File: config.mk
export PLATFORM = sky130hd
export DESIGN_NAME = ctrl_pipe_hazard
export DESIGN_NICKNAME = d
export VERILOG_FILES = /design/src/rtl/ctrl_pipe_hazard.sv
export SDC_FILE = /design/constraint.sdc
export NUM_CORES = 1
export LEC_CHECK = 0
export ABC_AREA = 1
export ABC_CLOCK_PERIOD_IN_PS = 1400
export CAP_MARGIN = 20
export CELL_PAD_IN_SITES_DETAIL_PLACEMENT = 1
export CELL_PAD_IN_SITES_GLOBAL_PLACEMENT = 2
export CORE_MARGIN = 4
export CORE_UTILIZATION = 23
export DETAILED_ROUTE_END_ITERATION = 10
export GPL_TIMING_DRIVEN = 1
export PLACE_DENSITY = 0.81
export SETUP_SLACK_MARGIN = 0.15
export SYNTH_ARGS = -nofsm -noshare
export SYNTH_HDL_FRONTEND = slang
export SYNTH_SLANG_ARGS = --single-unit
export TNS_END_PERCENT = 30
File: constraint.sdc
create_clock -name clk -period 1.4 [get_ports clk]
set_input_delay 0.28 -clock clk [delete_from_list [all_inputs] [get_ports clk]]
set_output_delay 0.28 -clock clk [all_outputs]
set_load 0.05 [all_outputs]
File: src/rtl/ctrl_pipe_hazard.sv
// Control-side pipeline for the 5-stage MIPS core: carries decoded controls ID->EX->MEM->WB,
// detects load-use hazards, resolves branch/jump redirection and selects EX operand forwarding.
module ctrl_pipe_hazard #(
    parameter int unsigned CNT_W = 16,
    parameter int unsigned RA_W  = 5
) (
    input  logic             clk,
    input  logic             reset,
    input  logic             id_valid,
    input  logic [1:0]       id_regdst,
    input  logic             id_regwrite,
    input  logic             id_branch,
    input  logic             id_jump,
    input  logic             id_memread,
    input  logic             id_memwrite,
    input  logic             id_aluscr,
    input  logic [1:0]       id_memtoreg,
    input  logic [1:0]       id_aluop,
    input  logic [RA_W-1:0]  id_rs,
    input  logic [RA_W-1:0]  id_rt,
    input  logic [RA_W-1:0]  id_rd,
    input  logic             ex_zero,
    output logic             stall,
    output logic             flush_ifid,
    output logic [1:0]       pc_src,
    output logic [1:0]       ex_aluop,
    output logic             ex_aluscr,
    output logic             ex_branch,
    output logic [RA_W-1:0]  ex_rs,
    output logic [RA_W-1:0]  ex_rt,
    output logic             mem_memread,
    output logic             mem_memwrite,
    output logic             wb_regwrite,
    output logic [1:0]       wb_memtoreg,
    output logic [RA_W-1:0]  wb_dest,
    output logic [1:0]       fwd_a,
    output logic [1:0]       fwd_b,
    output logic [CNT_W-1:0] bubble_cnt
);

    typedef struct packed {
        logic            valid;
        logic            regwrite;
        logic            memread;
        logic            memwrite;
        logic            aluscr;
        logic            branch;
        logic [1:0]      memtoreg;
        logic [1:0]      aluop;
        logic [RA_W-1:0] rs;
        logic [RA_W-1:0] rt;
        logic [RA_W-1:0] dest;
    } ex_t;

    typedef struct packed {
        logic            valid;
        logic            regwrite;
        logic            memread;
        logic            memwrite;
        logic [1:0]      memtoreg;
        logic [RA_W-1:0] dest;
    } mem_t;

    typedef struct packed {
        logic            valid;
        logic            regwrite;
        logic [1:0]      memtoreg;
        logic [RA_W-1:0] dest;
    } wb_t;

    ex_t             ex_q, ex_d;
    mem_t            mem_q, mem_d;
    wb_t             wb_q, wb_d;
    logic [CNT_W-1:0] cnt_q, cnt_d;

    logic [RA_W-1:0] id_dest;
    logic            uses_rt, lu, taken, jump_go, load_id;

    always_comb begin
        id_dest = id_rt;
        case (id_regdst)
            2'b01:   id_dest = id_rd;
            2'b10:   id_dest = RA_W'(31);
            default: id_dest = id_rt;
        endcase

        uses_rt = ~id_aluscr | id_memwrite;
        lu      = ex_q.valid & ex_q.memread & (ex_q.dest != '0) & id_valid &
                  ((ex_q.dest == id_rs) | ((ex_q.dest == id_rt) & uses_rt));
        taken   = ex_q.valid & ex_q.branch & ex_zero;
        jump_go = id_valid & id_jump & ~taken & ~lu;
        // A taken branch kills the ID instruction; a load-use holds it in ID.
        load_id = id_valid & ~lu & ~taken;

        stall      = ~reset & lu & ~taken;
        flush_ifid = ~reset & (taken | jump_go);
        pc_src     = 2'b00;
        if (!reset) begin
            if (taken)        pc_src = 2'b01;
            else if (jump_go) pc_src = 2'b10;
        end

        fwd_a = 2'b00;
        fwd_b = 2'b00;
        if (!reset) begin
            if (mem_q.valid && mem_q.regwrite && (mem_q.dest != '0) && (mem_q.dest == ex_q.rs))
                fwd_a = 2'b10;
            else if (wb_q.valid && wb_q.regwrite && (wb_q.dest != '0) && (wb_q.dest == ex_q.rs))
                fwd_a = 2'b01;
            if (mem_q.valid && mem_q.regwrite && (mem_q.dest != '0) && (mem_q.dest == ex_q.rt))
                fwd_b = 2'b10;
            else if (wb_q.valid && wb_q.regwrite && (wb_q.dest != '0) && (wb_q.dest == ex_q.rt))
                fwd_b = 2'b01;
        end

        ex_d = '0;
        if (load_id) begin
            ex_d.valid    = 1'b1;
            ex_d.regwrite = id_regwrite;
            ex_d.memread  = id_memread;
            ex_d.memwrite = id_memwrite;
            ex_d.aluscr   = id_aluscr;
            ex_d.branch   = id_branch;
            ex_d.memtoreg = id_memtoreg;
            ex_d.aluop    = id_aluop;
            ex_d.rs       = id_rs;
            ex_d.rt       = id_rt;
            ex_d.dest     = id_dest;
        end

        mem_d.valid    = ex_q.valid;
        mem_d.regwrite = ex_q.regwrite;
        mem_d.memread  = ex_q.memread;
        mem_d.memwrite = ex_q.memwrite;
        mem_d.memtoreg = ex_q.memtoreg;
        mem_d.dest     = ex_q.dest;

        wb_d.valid    = mem_q.valid;
        wb_d.regwrite = mem_q.regwrite;
        wb_d.memtoreg = mem_q.memtoreg;
        wb_d.dest     = mem_q.dest;

        cnt_d = cnt_q;
        if ((lu || taken) && (cnt_q != {CNT_W{1'b1}})) cnt_d = cnt_q + CNT_W'(1);
    end

    always_ff @(posedge clk) begin
        if (reset) begin
            ex_q  <= '0;
            mem_q <= '0;
            wb_q  <= '0;
            cnt_q <= '0;
        end else begin
            ex_q  <= ex_d;
            mem_q <= mem_d;
            wb_q  <= wb_d;
            cnt_q <= cnt_d;
        end
    end

    assign ex_aluop     = ex_q.aluop;
    assign ex_aluscr    = ex_q.aluscr;
    assign ex_branch    = ex_q.branch;
    assign ex_rs        = ex_q.rs;
    assign ex_rt        = ex_q.rt;
    assign mem_memread  = mem_q.memread;
    assign mem_memwrite = mem_q.memwrite;
    assign wb_regwrite  = wb_q.regwrite;
    assign wb_memtoreg  = wb_q.memtoreg;
    assign wb_dest      = wb_q.dest;
    assign bubble_cnt   = cnt_q;

endmodule

==> impl_metrics.tcl, run 1 <==
set metrics [dict create \
    status "complete, but fails checks" \
    failed_checks "negative setup slack" \
    fin_crit_sh_pct 143 \
    clock_latency_ps 320 \
    postSynthAreaPerCell_um2 6.91 \
    drv_cap 0 \
    cts_made_buffers 9 \
    place_congestion 0.765 \
    hold_path_depth 3 \
    initial_core_util_pct 23.4 \
    hold_ws_ps 336 \
    hold_path_end "ex_aluscr$_SDFF_PP0_" \
    rows 41 \
    syn_area_um2 2940 \
    slew_headroom_pct 78.5 \
    power_frac_comb_pct 17.5 \
    clock-sinks 61 \
    final_cells 794 \
    reg2reg_slack_ps -600 \
    grt_usage_pct 15.6 \
    seqPwrFrac_pct 37.3 \
    ant_nets 0 \
    ff2ff_path_depth 17 \
    yosysSeqAreaShare_pct 41.5 \
    period_minus_slack_ps 2000 \
    postCtsHoldBufs 0 \
    min_path_type "primary input to flop" \
    dpl.hpwl_um 7580 \
    io_buffers 78 \
    place_ws_ps -814 \
    synthCells 426 \
    cts_tree "done" \
    final_nets 652 \
    wl_met2_um 6040 \
    clk_pin_slew_ps 60 \
    wl_met1_um 4600 \
    top_layer "met4" \
    area_growth_pct 110 \
    crit_path_end_kind "flop" \
    fp.dieH_um 121 \
    die_area_um2 14700 \
    die_w_um 121 \
    viasPerCell 4.21 \
    fin_util_pct 49.2 \
    power.total_mw 4.89 \
    cp.required_ps 1640 \
    swShare_pct 24.9 \
    cp.arrival_ps 2240 \
    drtIter0Drc 97 \
    critPathKind "flop to flop" \
    drv_slew 0 \
    hold_violations 0 \
    ys_types 32 \
    cts.path.max_buffers 2 \
    ir_drop_v 0.000430 \
    first_pass_iters 4 \
    clkPwrFrac_pct 45.3 \
    core_um2 12600 \
    layout_setup_ws_ps -600 \
    clock_skew_ps 10.5 \
    min_from "id_aluscr" \
    timing.rr.start "ex_q[0]$_SDFF_PP0_" \
    worstSetupStartpointType "flop" \
    cts_root_buffer "clkbuf_16" \
    ys_ff_latch 61 \
    p_int_mw 3.68 \
    grt_start_max_net_pins 22 \
    syn_nets 460 \
    rsz0062_at_grt "yes" \
    rr_endpoint "bubble_cnt[2]$_SDFFE_PP0P_" \
    antennaDiodeCount 0 \
    ioPinCount 79 \
    place_area_um2 5040 \
    grt_pass1_wl_um 18200 \
    fin_area_um2 6180 \
    drive_above_1_share_pct 50.3 \
    leakagePower_nw 2.73 \
    synth_warnings 0 \
    drc 0 \
    routed_wl_um 11200 \
    route.met3.wl_um 322 \
    grt_overflow 0 \
    wl_per_cell_um 14.1 \
    dp_cells 728 \
    vias 3345 \
    switchingPower_mw 1.22 \
    setup_tns_ps -14200 \
    antenna_found_initial 0 \
    grt_pass1_vias 3779 \
    clock.fmax_ghz 0.500 \
    setup_viol 49 \
    tightest_slew_ps 321 \
    cp_max_fo 5 \
    power.density_nw_per_um2 792 \
    htree_levels 3 \
]
## what timing repair did
action,4_1_cts,5_1_grt
buffers inserted,43,4
setup endpoints to repair,71,60
gates resized for setup,91,39
pin swaps,19,28
gates cloned,4,0
## kinds of logic after synthesis
group	count (synthesis)	share of synthesized area [%]
AND/OR/NAND/NOR	224	32.2
buffers and inverters	95	15.7
flip-flops	61	41.5
AO/OA/AOI/OAI	31	5.74
XOR/XNOR	12	3.57
adder cells (fa/ha/maj)	3	1.28
## cell usage after synthesis
library cell,n,area [um2]
nor3_1,4,20.0
buf_4,20,150
nor2_2,1,6.26
o211ai_1,1,7.51
inv_2,5,18.8
inv_1,60,225
o21a_1,1,7.51
nand2_1,80,300
clkinv_4,1,8.76
a21oi_1,21,105
nand2_2,3,18.8
nand3_2,1,10.0
or2_2,1,6.26
nand3_1,29,145
xnor2_1,9,78.8
nor2_1,95,357
buf_2,3,15.0
nand4_1,5,31.3
xor2_1,3,26.3
o311ai_0,1,8.76
dfxtp_1,61,1220
clkinv_1,1,3.75
and3_1,1,6.26
nor2_4,1,11.3
a221oi_1,1,8.76
o22ai_1,1,6.26
nand4_2,1,12.5
buf_1,2,7.51
buf_6,3,33.8
ha_1,3,37.5
nand2_4,2,22.5
o21ai_0,5,25.0
## placed cells by master (no fill, tap or decap), types with 8 or more instances in the layout
cell type / count
a21oi_1: 14
buf_12: 51
buf_4: 94
buf_6: 30
clkbuf_16: 11
clkdlybuf4s50_1: 16
dfxtp_1: 23
dfxtp_2: 22
dfxtp_4: 16
dlygate4sd2_1: 12
inv_1: 53
inv_2: 8
nand2_1: 68
nand2_2: 14
nand3_1: 15
nand3_2: 9
nor2_1: 80
nor2_2: 11
## worst max-delay path, cell delays in order (launching register included)
cell and delay (ps):
dfxtp_4 380, inv_4 50, nand2_2 60, nand2_2 60, nor2_2 90, nand3_1 90
nand2_1 90, nand2_2 90, buf_6 130, buf_6 100, buf_6 100, buf_6 110
nand2_8 70, buf_6 130, buf_12 110, buf_16 100, a21oi_2 40, nor2_1 110
## power by group through the flow
stage / sequential (mW) / clock [mW] / combinational, mW
4_1_cts: 1.83 / 2.27 / 0.813
5_1_grt: 1.83 / 2.34 / 0.922
3_5_place_dp: 1.86 / 0 / 0.717
2_1_floorplan: 1.87 / 0 / 0.325
6_report: 1.83 / 2.22 / 0.854
3_3_place_gp: 1.86 / 0 / 0.702
## sequential cells by signal (all words and copies together) (netlist names)
signal        flops
bubble_cnt       16
ex_aluop          2
ex_aluscr         1
ex_branch         1
ex_q             11
ex_rs             5
ex_rt             5
mem_memread       1
mem_memwrite      1
mem_q             9
wb_dest           5
wb_memtoreg       2
wb_q              1
wb_regwrite       1
## final cells by class
class | instances | area, um2
Clock inverter | 2 | 12.5
Sequential cell | 61 | 1310
Multi-Input combinational cell | 270 | 1620
Tap cell | 172 | 215
Fill cell | 1441 | 6390
Timing Repair Buffer | 209 | 2470
Inverter | 67 | 267
Clock buffer | 13 | 293
## per-layer routing
layer,GRT usage [%],vias to the layer above
met5,0,-
met4,6.44,0
met3,2.61,14
met2,29.0,59
met1,17.3,1597
li1,-,1675
## worst max-delay path by stage
stage	from	slack [ps]	endpoint
2_1_floorplan	ex_q[2]$_SDFF_PP0_	-200	flush_ifid
3_3_place_gp	id_rt[1]	-780	flush_ifid
3_5_place_dp	id_rt[1]	-810	flush_ifid
4_1_cts	ex_q[0]$_SDFF_PP0_	-610	flush_ifid
5_1_grt	ex_q[1]$_SDFF_PP0_	-740	bubble_cnt[8]$_SDFFE_PP0P_
6_report	ex_q[0]$_SDFF_PP0_	-600	bubble_cnt[2]$_SDFFE_PP0P_
Note: power is estimated with default switching activity, not from simulation.
==> inputs of run 2 (changes only) <==
--- a/config.mk
+++ b/config.mk
@@ -6,15 +6,15 @@
 export NUM_CORES = 1
 export LEC_CHECK = 0
 export ABC_AREA = 1
-export ABC_CLOCK_PERIOD_IN_PS = 1400
+export ABC_CLOCK_PERIOD_IN_PS = 2100
 export CAP_MARGIN = 20
 export CELL_PAD_IN_SITES_DETAIL_PLACEMENT = 1
 export CELL_PAD_IN_SITES_GLOBAL_PLACEMENT = 2
 export CORE_MARGIN = 4
-export CORE_UTILIZATION = 23
+export CORE_UTILIZATION = 25
 export DETAILED_ROUTE_END_ITERATION = 10
 export GPL_TIMING_DRIVEN = 1
-export PLACE_DENSITY = 0.81
+export PLACE_DENSITY = 0.83
 export SETUP_SLACK_MARGIN = 0.15
 export SYNTH_ARGS = -nofsm -noshare
 export SYNTH_HDL_FRONTEND = slang
==> constraint.sdc (replaced) <==
create_clock -name clk -period 2.1 [get_ports clk]
set_input_delay 0.42 -clock clk [delete_from_list [all_inputs] [get_ports clk]]
set_output_delay 0.42 -clock clk [all_outputs]
set_load 0.05 [all_outputs]
==> run 2 against run 1 <==
Against the previous run: the run still ends with negative setup slack left; combinational power shrank 36%; total power decreased by 35%; clock skew fell by 2.8 ps; sequential share of layout area rose by 3.9 points; critical endpoint is now flush_ifid; largest cell class unchanged.
==> impl_metrics.tcl, run 2 (synthesized netlist as in run 1, its figures left out) <==
set metrics [dict create \
    grt_pass1_wl_um 16300 \
    worstSetupStartpointType "primary input" \
    core_um2 11500 \
    clock.fmax_ghz 0.463 \
    reg2reg_slack_ps 340 \
    final_cell_mix "buf_4 (91), nor2_1 (83), nand2_1 (67)" \
    rsz0062_at_grt "yes" \
    cts_root_buffer "clkbuf_16" \
    final_common_cell "buf_4" \
    grt_start_max_net_pins 19 \
    io_buffers 78 \
    cp_max_fo 2 \
    initial_core_util_pct 25.7 \
    ir_drop_v 0.000419 \
    wl_per_cell_um 14.7 \
    drc 0 \
    drv_cap 0 \
    die_area_um2 13600 \
    leakagePower_nw 2.47 \
    antenna_found_initial 1 \
    dpl.hpwl_um 6410 \
    drive_above_1_share_pct 37.3 \
    crit_start "id_rs[3]" \
    htree_levels 3 \
    vias 3177 \
    drtIter0Drc 46 \
    largest_reg_flops 16 \
    cp.required_ps 1680 \
    tightest_slew_ps 530 \
    failed_checks "negative setup slack" \
    clock_skew_ps 7.77 \
    cts.path.max_buffers 2 \
    first_pass_iters 4 \
    clock-sinks 61 \
    rows 39 \
    grt_overflow 0 \
    final_nets 619 \
    cts_made_buffers 9 \
    endpoint "flush_ifid" \
    critPathKind "primary input to primary output" \
    cts_tree "done" \
    viasPerCell 4.33 \
    min_path_type "primary input to flop" \
    crit_path_end_kind "primary output" \
    power.total_mw 3.17 \
    clock_latency_ps 320 \
    place_area_um2 3980 \
    cp.arrival_ps 1740 \
    routed_wl_um 10800 \
    setup_viol 2 \
    slew_headroom_pct 64.6 \
    timing.rr.start "ex_q[1]$_SDFF_PP0_" \
    ioPinCount 79 \
    period_minus_slack_ps 2160 \
    hold_violations 0 \
    clk_pin_slew_ps 60 \
    place_congestion 0.774 \
    ff2ff_path_depth 14 \
    drv_slew 0 \
    power.density_nw_per_um2 624 \
    fin_area_um2 5080 \
    fin_crit_sh_pct 103 \
    ant_nets 0 \
    area_growth_pct 72.5 \
    layout_setup_ws_ps -57.6 \
    rr_endpoint "bubble_cnt[0]$_SDFFE_PP0P_" \
    place_ws_ps -237 \
    die_w_um 116 \
    status "complete, but fails checks" \
    fp.dieH_um 116 \
    grt_usage_pct 15.3 \
    grt_pass1_vias 3331 \
]
## run 2: metrics by stage
stage | utilization (%) | hold WS, ps | TNS (ps) | instances
2_1_floorplan | - | 388 | -70.5 | 426
3_3_place_gp | 34.7 | 392 | -1880 | 643
3_5_place_dp | 34.7 | 395 | -2430 | 643
4_1_cts | 42.3 | 403 | -42.5 | 726
5_1_grt | 44.3 | 393 | -414 | 734
6_report | 44.3 | 373 | -62.9 | 734
## run 2: worst min path at each step
stage                              from                       to  slack [ps]  depth (start not counted)
floorplan           ex_q[21]$_SDFF_PP0_  mem_memwrite$_SDFF_PP0_         390                          2
global placement    ex_q[18]$_SDFF_PP0_      mem_q[6]$_SDFF_PP0_         390                          2
detailed placement  ex_q[18]$_SDFF_PP0_      mem_q[6]$_SDFF_PP0_         390                          2
CTS                 ex_q[18]$_SDFF_PP0_      mem_q[6]$_SDFF_PP0_         400                          2
global route                   id_rt[3]       ex_q[3]$_SDFF_PP0_         390                          3
finish                         id_rt[3]       ex_q[3]$_SDFF_PP0_         370                          3
## run 2: repair_timing
action / in CTS / in global routing
resized for setup: 93 / 75
hold buffers: 0 / 0
hold endpoints to repair: 0 / 0
setup buffers: 67 / 7
pin swaps: 23 / 33
endpoints found under the setup margin: 36 / 21
cloned: 0 / 0
## run 2: report_power, final
group	total (mW)	leakage [nW]	internal [mW]	switching, mW
clock network	1.40	0.129	0.812	0.586
registers	1.22	0.509	1.19	0.0356
logic	0.546	1.84	0.273	0.273
## run 2: critical path: stages
cell,delay (ps)
dlygate4sd2_1,270
inv_2,80
nand2_1,70
nand2_2,80
nor2_2,50
nand3_2,70
nand2_2,70
nand2_2,80
nand4_1,160
a21oi_2,230
buf_12,160
## run 2: area by class of cell
cell class	instances	area, um2
clock inverter	7	57.6
fill	1376	6390
inverter	67	272
sequential	61	1270
antenna	1	2.50
clock buffer	9	225
multi-input combinational	270	1460
tap	143	179
timing repair buffer	176	1610
## run 2: metal layers
metal,track usage (%),up-vias,share of wire (%)
li1,-,1612,-
met1,18.2,1470,41
met2,26.5,72,52
met3,3.01,23,4.0
met4,6.81,0,3.3
met5,0,-,0
==> inputs of run 3 (changes only) <==
--- a/config.mk
+++ b/config.mk
@@ -10,7 +10,7 @@
 export CAP_MARGIN = 20
 export CELL_PAD_IN_SITES_DETAIL_PLACEMENT = 1
 export CELL_PAD_IN_SITES_GLOBAL_PLACEMENT = 2
-export CORE_MARGIN = 4
+export CORE_MARGIN = 2
 export CORE_UTILIZATION = 25
 export DETAILED_ROUTE_END_ITERATION = 10
 export GPL_TIMING_DRIVEN = 1
==> run 3 against run 2 <==
Against the previous run: the flow still finishes with violations (negative setup slack); worst hold slack improved by 29 ps; clock power increased by 19%; core utilization decreased by 0.86 points; first-iteration DRC count increased by 63%; largest cell class unchanged; fmax increased by 0.85%; flip-flop and latch count unchanged; via count decreased by 0.66%; total power increased by 7.3%; non-clock buffer count decreased by 12; final area decreased by 1.9%; combinational power decreased by 5.7%; register-to-register slack got worse by 380 ps.
==> impl_metrics.tcl, run 3 (synthesized netlist as in run 1, its figures left out) <==
set metrics [dict create \
    ioPinCount 79 \
    htree_levels 3 \
    drtIter0Drc 75 \
    crit_path_end_kind "flop" \
    cts_made_buffers 9 \
    setup_viol 2 \
    final_nets 607 \
    power_frac_comb_pct 15.2 \
    grt_usage_pct 16.4 \
    antennaDiodeCount 0 \
    status "complete, but fails checks" \
    drive_above_1_share_pct 34.4 \
    power.density_nw_per_um2 683 \
    place_area_um2 3940 \
    switchingPower_uw 899 \
    grt_pass1_wl_um 16300 \
    cts.path.max_buffers 2 \
    tightest_slew_ps 529 \
    grt_start_max_net_pins 27 \
    slew_headroom_pct 64.6 \
    slowest_stage "dfxtp_4" \
    ir_drop_v 0.000382 \
    layout_setup_ws_ps -39.4 \
    drv_slew 0 \
    io_buffers 78 \
    cts_root_buffer "clkbuf_16" \
    initial_core_util_pct 25.7 \
    dp_cells 639 \
    max_stage_delay_ps 380 \
    fin_area_um2 4980 \
    cp.required_ps 2370 \
    critPathKind "flop to flop" \
    dpl.hpwl_um 6280 \
    final_cell_mix "nor2_1 (85), buf_4 (81), nand2_1 (70)" \
    core_um2 11500 \
    worst_path_dominant_cell_family "buffers and inverters" \
    final_cells 721 \
    wl_per_cell_um 14.5 \
    leakagePower_nw 2.41 \
    place_ws_ps -263 \
    die_area_um2 12700 \
    clock-sinks 61 \
    swShare_pct 26.5 \
    clkPwrFrac_pct 48.9 \
    final_common_cell "nor2_1" \
    cp.arrival_ps 2410 \
    fin_util_pct 43.4 \
    grt_pass1_vias 3316 \
    cts_tree "done" \
    clock_skew_ps 10.3 \
    hold_violations 0 \
    drc 0 \
    rows 39 \
    critPathMostFrequentCell "buf_4" \
    fp.dieH_um 112 \
    drv_cap 0 \
    clk_pin_slew_ps 60 \
    period_minus_slack_ps 2140 \
    failed_checks "negative setup slack" \
    postCtsHoldBufs 0 \
    vias 3156 \
    die_w_um 112 \
    largest_reg_flops 16 \
    routed_wl_um 10500 \
    viasPerCell 4.38 \
    critical_path.cell_chain "inv_4 > buf_4 > buf_4 > buf_4 > buf_4 > buf_4 > buf_4 > buf_4 > buf_4 > buf_4 > buf_6 > buf_4 > buf_4 > buf_6 > nor2_2" \
    rsz0062_at_grt "yes" \
    cp_max_fo 4 \
    first_pass_iters 6 \
    fill_cells 1365 \
    clock_latency_ps 330 \
    antenna_found_initial 0 \
    clock.fmax_ghz 0.467 \
    seqPwrFrac_pct 36.0 \
    grt_overflow 0 \
    worstSetupStartpointType "flop" \
    ant_nets 0 \
    area_growth_pct 69.1 \
    fin_crit_sh_pct 102 \
    place_congestion 0.797 \
    p_int_mw 2.50 \
    critPathBufInv 14 \
    min_path_type "flop to flop" \
]
[run 3: tightest hold or removal path: cells and delay by family (launching register included)]
family	cells	cell delay, ps
AND/OR/NAND/NOR	1	30
flip-flops	1	290
buffers and inverters	1	40
[run 3: power groups by stage]
stage	logic, mW	registers [mW]	clock network [mW]
after floorplan	0.205	1.25	0
after global placement	0.357	1.25	0
after detailed placement	0.361	1.25	0
after CTS	0.456	1.22	1.68
after global routing	0.554	1.23	1.75
final	0.515	1.22	1.66
[run 3: through the flow]
stage	total power [mW]	setup TNS [ps]	hold WS [ps]
finish	3.40	-62.3	402
global route	3.53	-431	436
CTS	3.36	-36.4	404
detailed placement	1.61	-1770	397
global placement	1.60	-1070	393
floorplan	1.45	-70.5	388
[run 3: repair_timing]
action,CTS,global route
setup buffers,60,6
setup endpoints to repair,36,27
pin swaps,25,25
gates resized for setup,95,57
[run 3: layout make-up]
class | instances | area, um2 | area share [%]
repair buffers | 164 | 1500 | 30.2
multi-input cells | 270 | 1430 | 28.7
flip-flops and latches | 61 | 1270 | 25.5
inverters | 67 | 267 | 5.35
clock buffers | 9 | 225 | 4.52
well taps | 143 | 179 | 3.59
clock inverters | 7 | 106 | 2.14
[run 3: routing by layer]
layer	track usage, %	vias to the layer above	part of all wire, %
met4	6.91	0	2.5
met1	18.4	1477	42
met3	3.89	20	4.1
met5	0	-	0
li1	-	1596	-
met2	29.6	63	52
[run 3: final timing paths]
kind	cells after the start	startpoint	slack, ps	end
max	15	ex_q[1]$_SDFF_PP0_	-40	mem_q[1]$_SDFF_PP0_
min	2	mem_q[5]$_SDFF_PP0_	400	wb_memtoreg[0]$_SDFF_PP0_
max reg2reg	15	ex_q[1]$_SDFF_PP0_	-40	mem_q[1]$_SDFF_PP0_
min reg2reg	2	mem_q[5]$_SDFF_PP0_	400	wb_memtoreg[0]$_SDFF_PP0_
==> variant, RTL diff (config.mk and constraints of run 2) <==
Register the output `bubble_cnt` once more, with the module's reset; this adds one clock of latency there. The other outputs are not delayed to match.
--- a/src/rtl/ctrl_pipe_hazard.sv
+++ b/src/rtl/ctrl_pipe_hazard.sv
@@ -170,3 +170,9 @@
     assign wb_dest      = wb_q.dest;
-    assign bubble_cnt   = cnt_q;
+    always_ff @(posedge clk) begin
+        if (reset) begin
+            bubble_cnt <= '0;
+        end else begin
+            bubble_cnt <= cnt_q;
+        end
+    end
 
Function: changed (a bounded check fails within 4 cycles, from zero or initial values and one cycle with reset high).
==> variant against run 2 <==
The flow still finishes with violations (setup timing); critical path depth shrank 3; cell count grew 2.7%; final area grew 0.32%; die area grew 15%; combinational power is 23% lower; wire length fell by 8.9%; total power rose by 19%; maximum frequency is 0.91% higher; area after synthesis rose by 16%; setup slack better by 0.019 ns; sequential cell count rose by 16; critical endpoint unchanged.
==> variant: results (changes against run 2) <==
----------------------------------------------------
[Cells and area]
  Non-clock buffering overhead in the final layout ... 22.1% (-9.5 points)
  Multi-input gates ... 283 (+4.8%)
  Layout filler cell count ... 1616 (+17%)
  Multi-input gate area in the final layout ... 0.00150 mm^2 (+2.5%)
  Fraction of area in registers ... 30.9% (+5.8 points)
  Number of signal-net buffers in the layout ... 117 (-34%)
  Layout clock buffers ... 10 (+1)

[Synthesis]
  Post-Syn Nets ... 510 (+11%)
  Portion of the post-synthesis area used by sequential elements ... 45.1% (+3.6 points)
  Number of distinct library cells after synthesis ... 35 (+9.4%)
  Commonest cells post-synth ... sky130_fd_sc_hd__nor2_1 (97), sky130_fd_sc_hd__nand2_1 (85), sky130_fd_sc_hd__dfxtp_1 (77), sky130_fd_sc_hd__inv_1 (77), sky130_fd_sc_hd__nand3_1 (27)
  Flop and latch count out of synthesis ... 77 (+26%)
  Compound-cell area share of the yosys netlist ... 5.34% (-0.40 points)

[Place]
  Final weighted congestion of routability-driven global placement ... 0.766 (-1.1%)
  Setup WS pre-CTS ... -0.328 ns (-0.0907 ns)
  DP Wirelength ... 7220 um (+13%)

[Global routing]
  Maximum number of pins on one net before global-route repair ... 26 (+7)
  Antenna violations before repair ... 0 (-1)
  First-pass GRT wire length ... 16100 um (-0.68%)
  Gr usage total ... 13.0% (-2.3 points)

[Clocking]
  Worst-Skew Late Latency ... 0.34 ns (+0.02 ns)

[STA]
  Maximum clock skew at final layout ... 0.00441 ns (-0.00335 ns)
  Number of failing setup endpoints in the final timing report ... 2 (unchanged)
  Post-route worst setup slack ... -0.0382 ns (+0.0194 ns)

[Power and ir drop]
  Worst VDD drop ... 0.000395 V (-5.7%)
  Leak ... 2.37 nW (-4.1%)

[Setup path]
  Worst path slowest cell ... sky130_fd_sc_hd__dfxtp_4
  Worst-path maximum fanout ... 4 (+2)

[Route]
  Post-Route WL ... 9810 um (-8.9%)
  Detailed router's first-iteration violation count ... 81 (+76%)

[Run status]
  Run status ... finished, violations left
  Violated checks ... setup timing

[Worst hold path]
  Path type of the worst min-delay path ... flip-flop to flip-flop

----------------------------------------------------
-- variant: changes by cell type in the layout (fill, tap and decap cells not counted), sizes merged, moves of 11 or more --
| cell | before | now |
|---|---|---|
| dfxtp | 61 | 77 |
| dlygate4sd2 | 26 | 15 |
| inv | 68 | 84 |
| buf | 109 | 58 |
| clkdlybuf4s50 | 29 | 40 |
-- variant: per-stage QoR --
stage	area, um^2	TNS, ns	cells	power (mW)	utilization (%)
6_report	5090	-0.0443	754	3.77	38.3
5_1_grt	5090	-0.375	754	3.93	38.3
4_1_cts	4970	-0.147	751	3.80	37.4
3_5_place_dp	4400	-3.33	718	1.92	33.1
3_3_place_gp	4400	-2.51	718	1.91	33.1
2_1_floorplan	3420	-0.0839	476	1.77	-
-- variant: worst register-to-register path: cells and delay by family (launching register included) --
family / cells / cell delay, ns
AND/OR/NAND/NOR: 7 / 0.78
flip-flops: 1 / 0.38
AO/OA/AOI/OAI: 1 / 0.16
buffers and inverters: 1 / 0.10
adder cells (fa/ha/maj): 1 / 0.19
-- variant: final timing paths --
| check | from | endpoint | slack (ns) | depth (start not counted) |
|---|---|---|---|---|
| worst max-delay path | ex_q[0]$_SDFF_PP0_ | flush_ifid | -0.04 | 8 |
| worst min-delay path | ex_q[18]$_SDFF_PP0_ | mem_q[6]$_SDFF_PP0_ | 0.40 | 2 |
| worst max register to register | cnt_q[1]$_SDFFE_PP0P_ | cnt_q[13]$_SDFFE_PP0P_ | 0.39 | 10 |
| worst min register to register | ex_q[18]$_SDFF_PP0_ | mem_q[6]$_SDFF_PP0_ | 0.40 | 2 |
-- variant: power by group --
group	internal [mW]	total (mW)	leakage, nW	switching [mW]
clock network	1.19	1.81	0.165	0.624
registers	1.50	1.53	0.635	0.0327
logic	0.187	0.421	1.57	0.234
-- variant: timing repair --
action | 4_1_cts | 5_1_grt
pin swaps | 10 | 15
endpoints found under the hold margin | 0 | 0
resized for setup | 62 | 44
hold buffers | 0 | 0
setup buffers | 17 | 3
endpoints found under the setup margin | 15 | 13
-- variant: cells by family after synthesis --
group           count (synthesis)
compound gates                 34
xor+xnor                       12
fa+ha+maj                       3
buf+inv                       116
flops                          77
simple gates                  234
-- variant: per-layer routing --
metal | track usage (%) | wire [um] | part of all wire [%] | vias to the layer above
met4 | 6.63 | 284 | 2.9 | 0
met2 | 23.4 | 5040 | 51 | 70
met1 | 13.7 | 3950 | 40 | 1445
met5 | 0 | 0 | 0 | -
li1 | - | - | - | 1625
met3 | 3.92 | 536 | 5.5 | 22
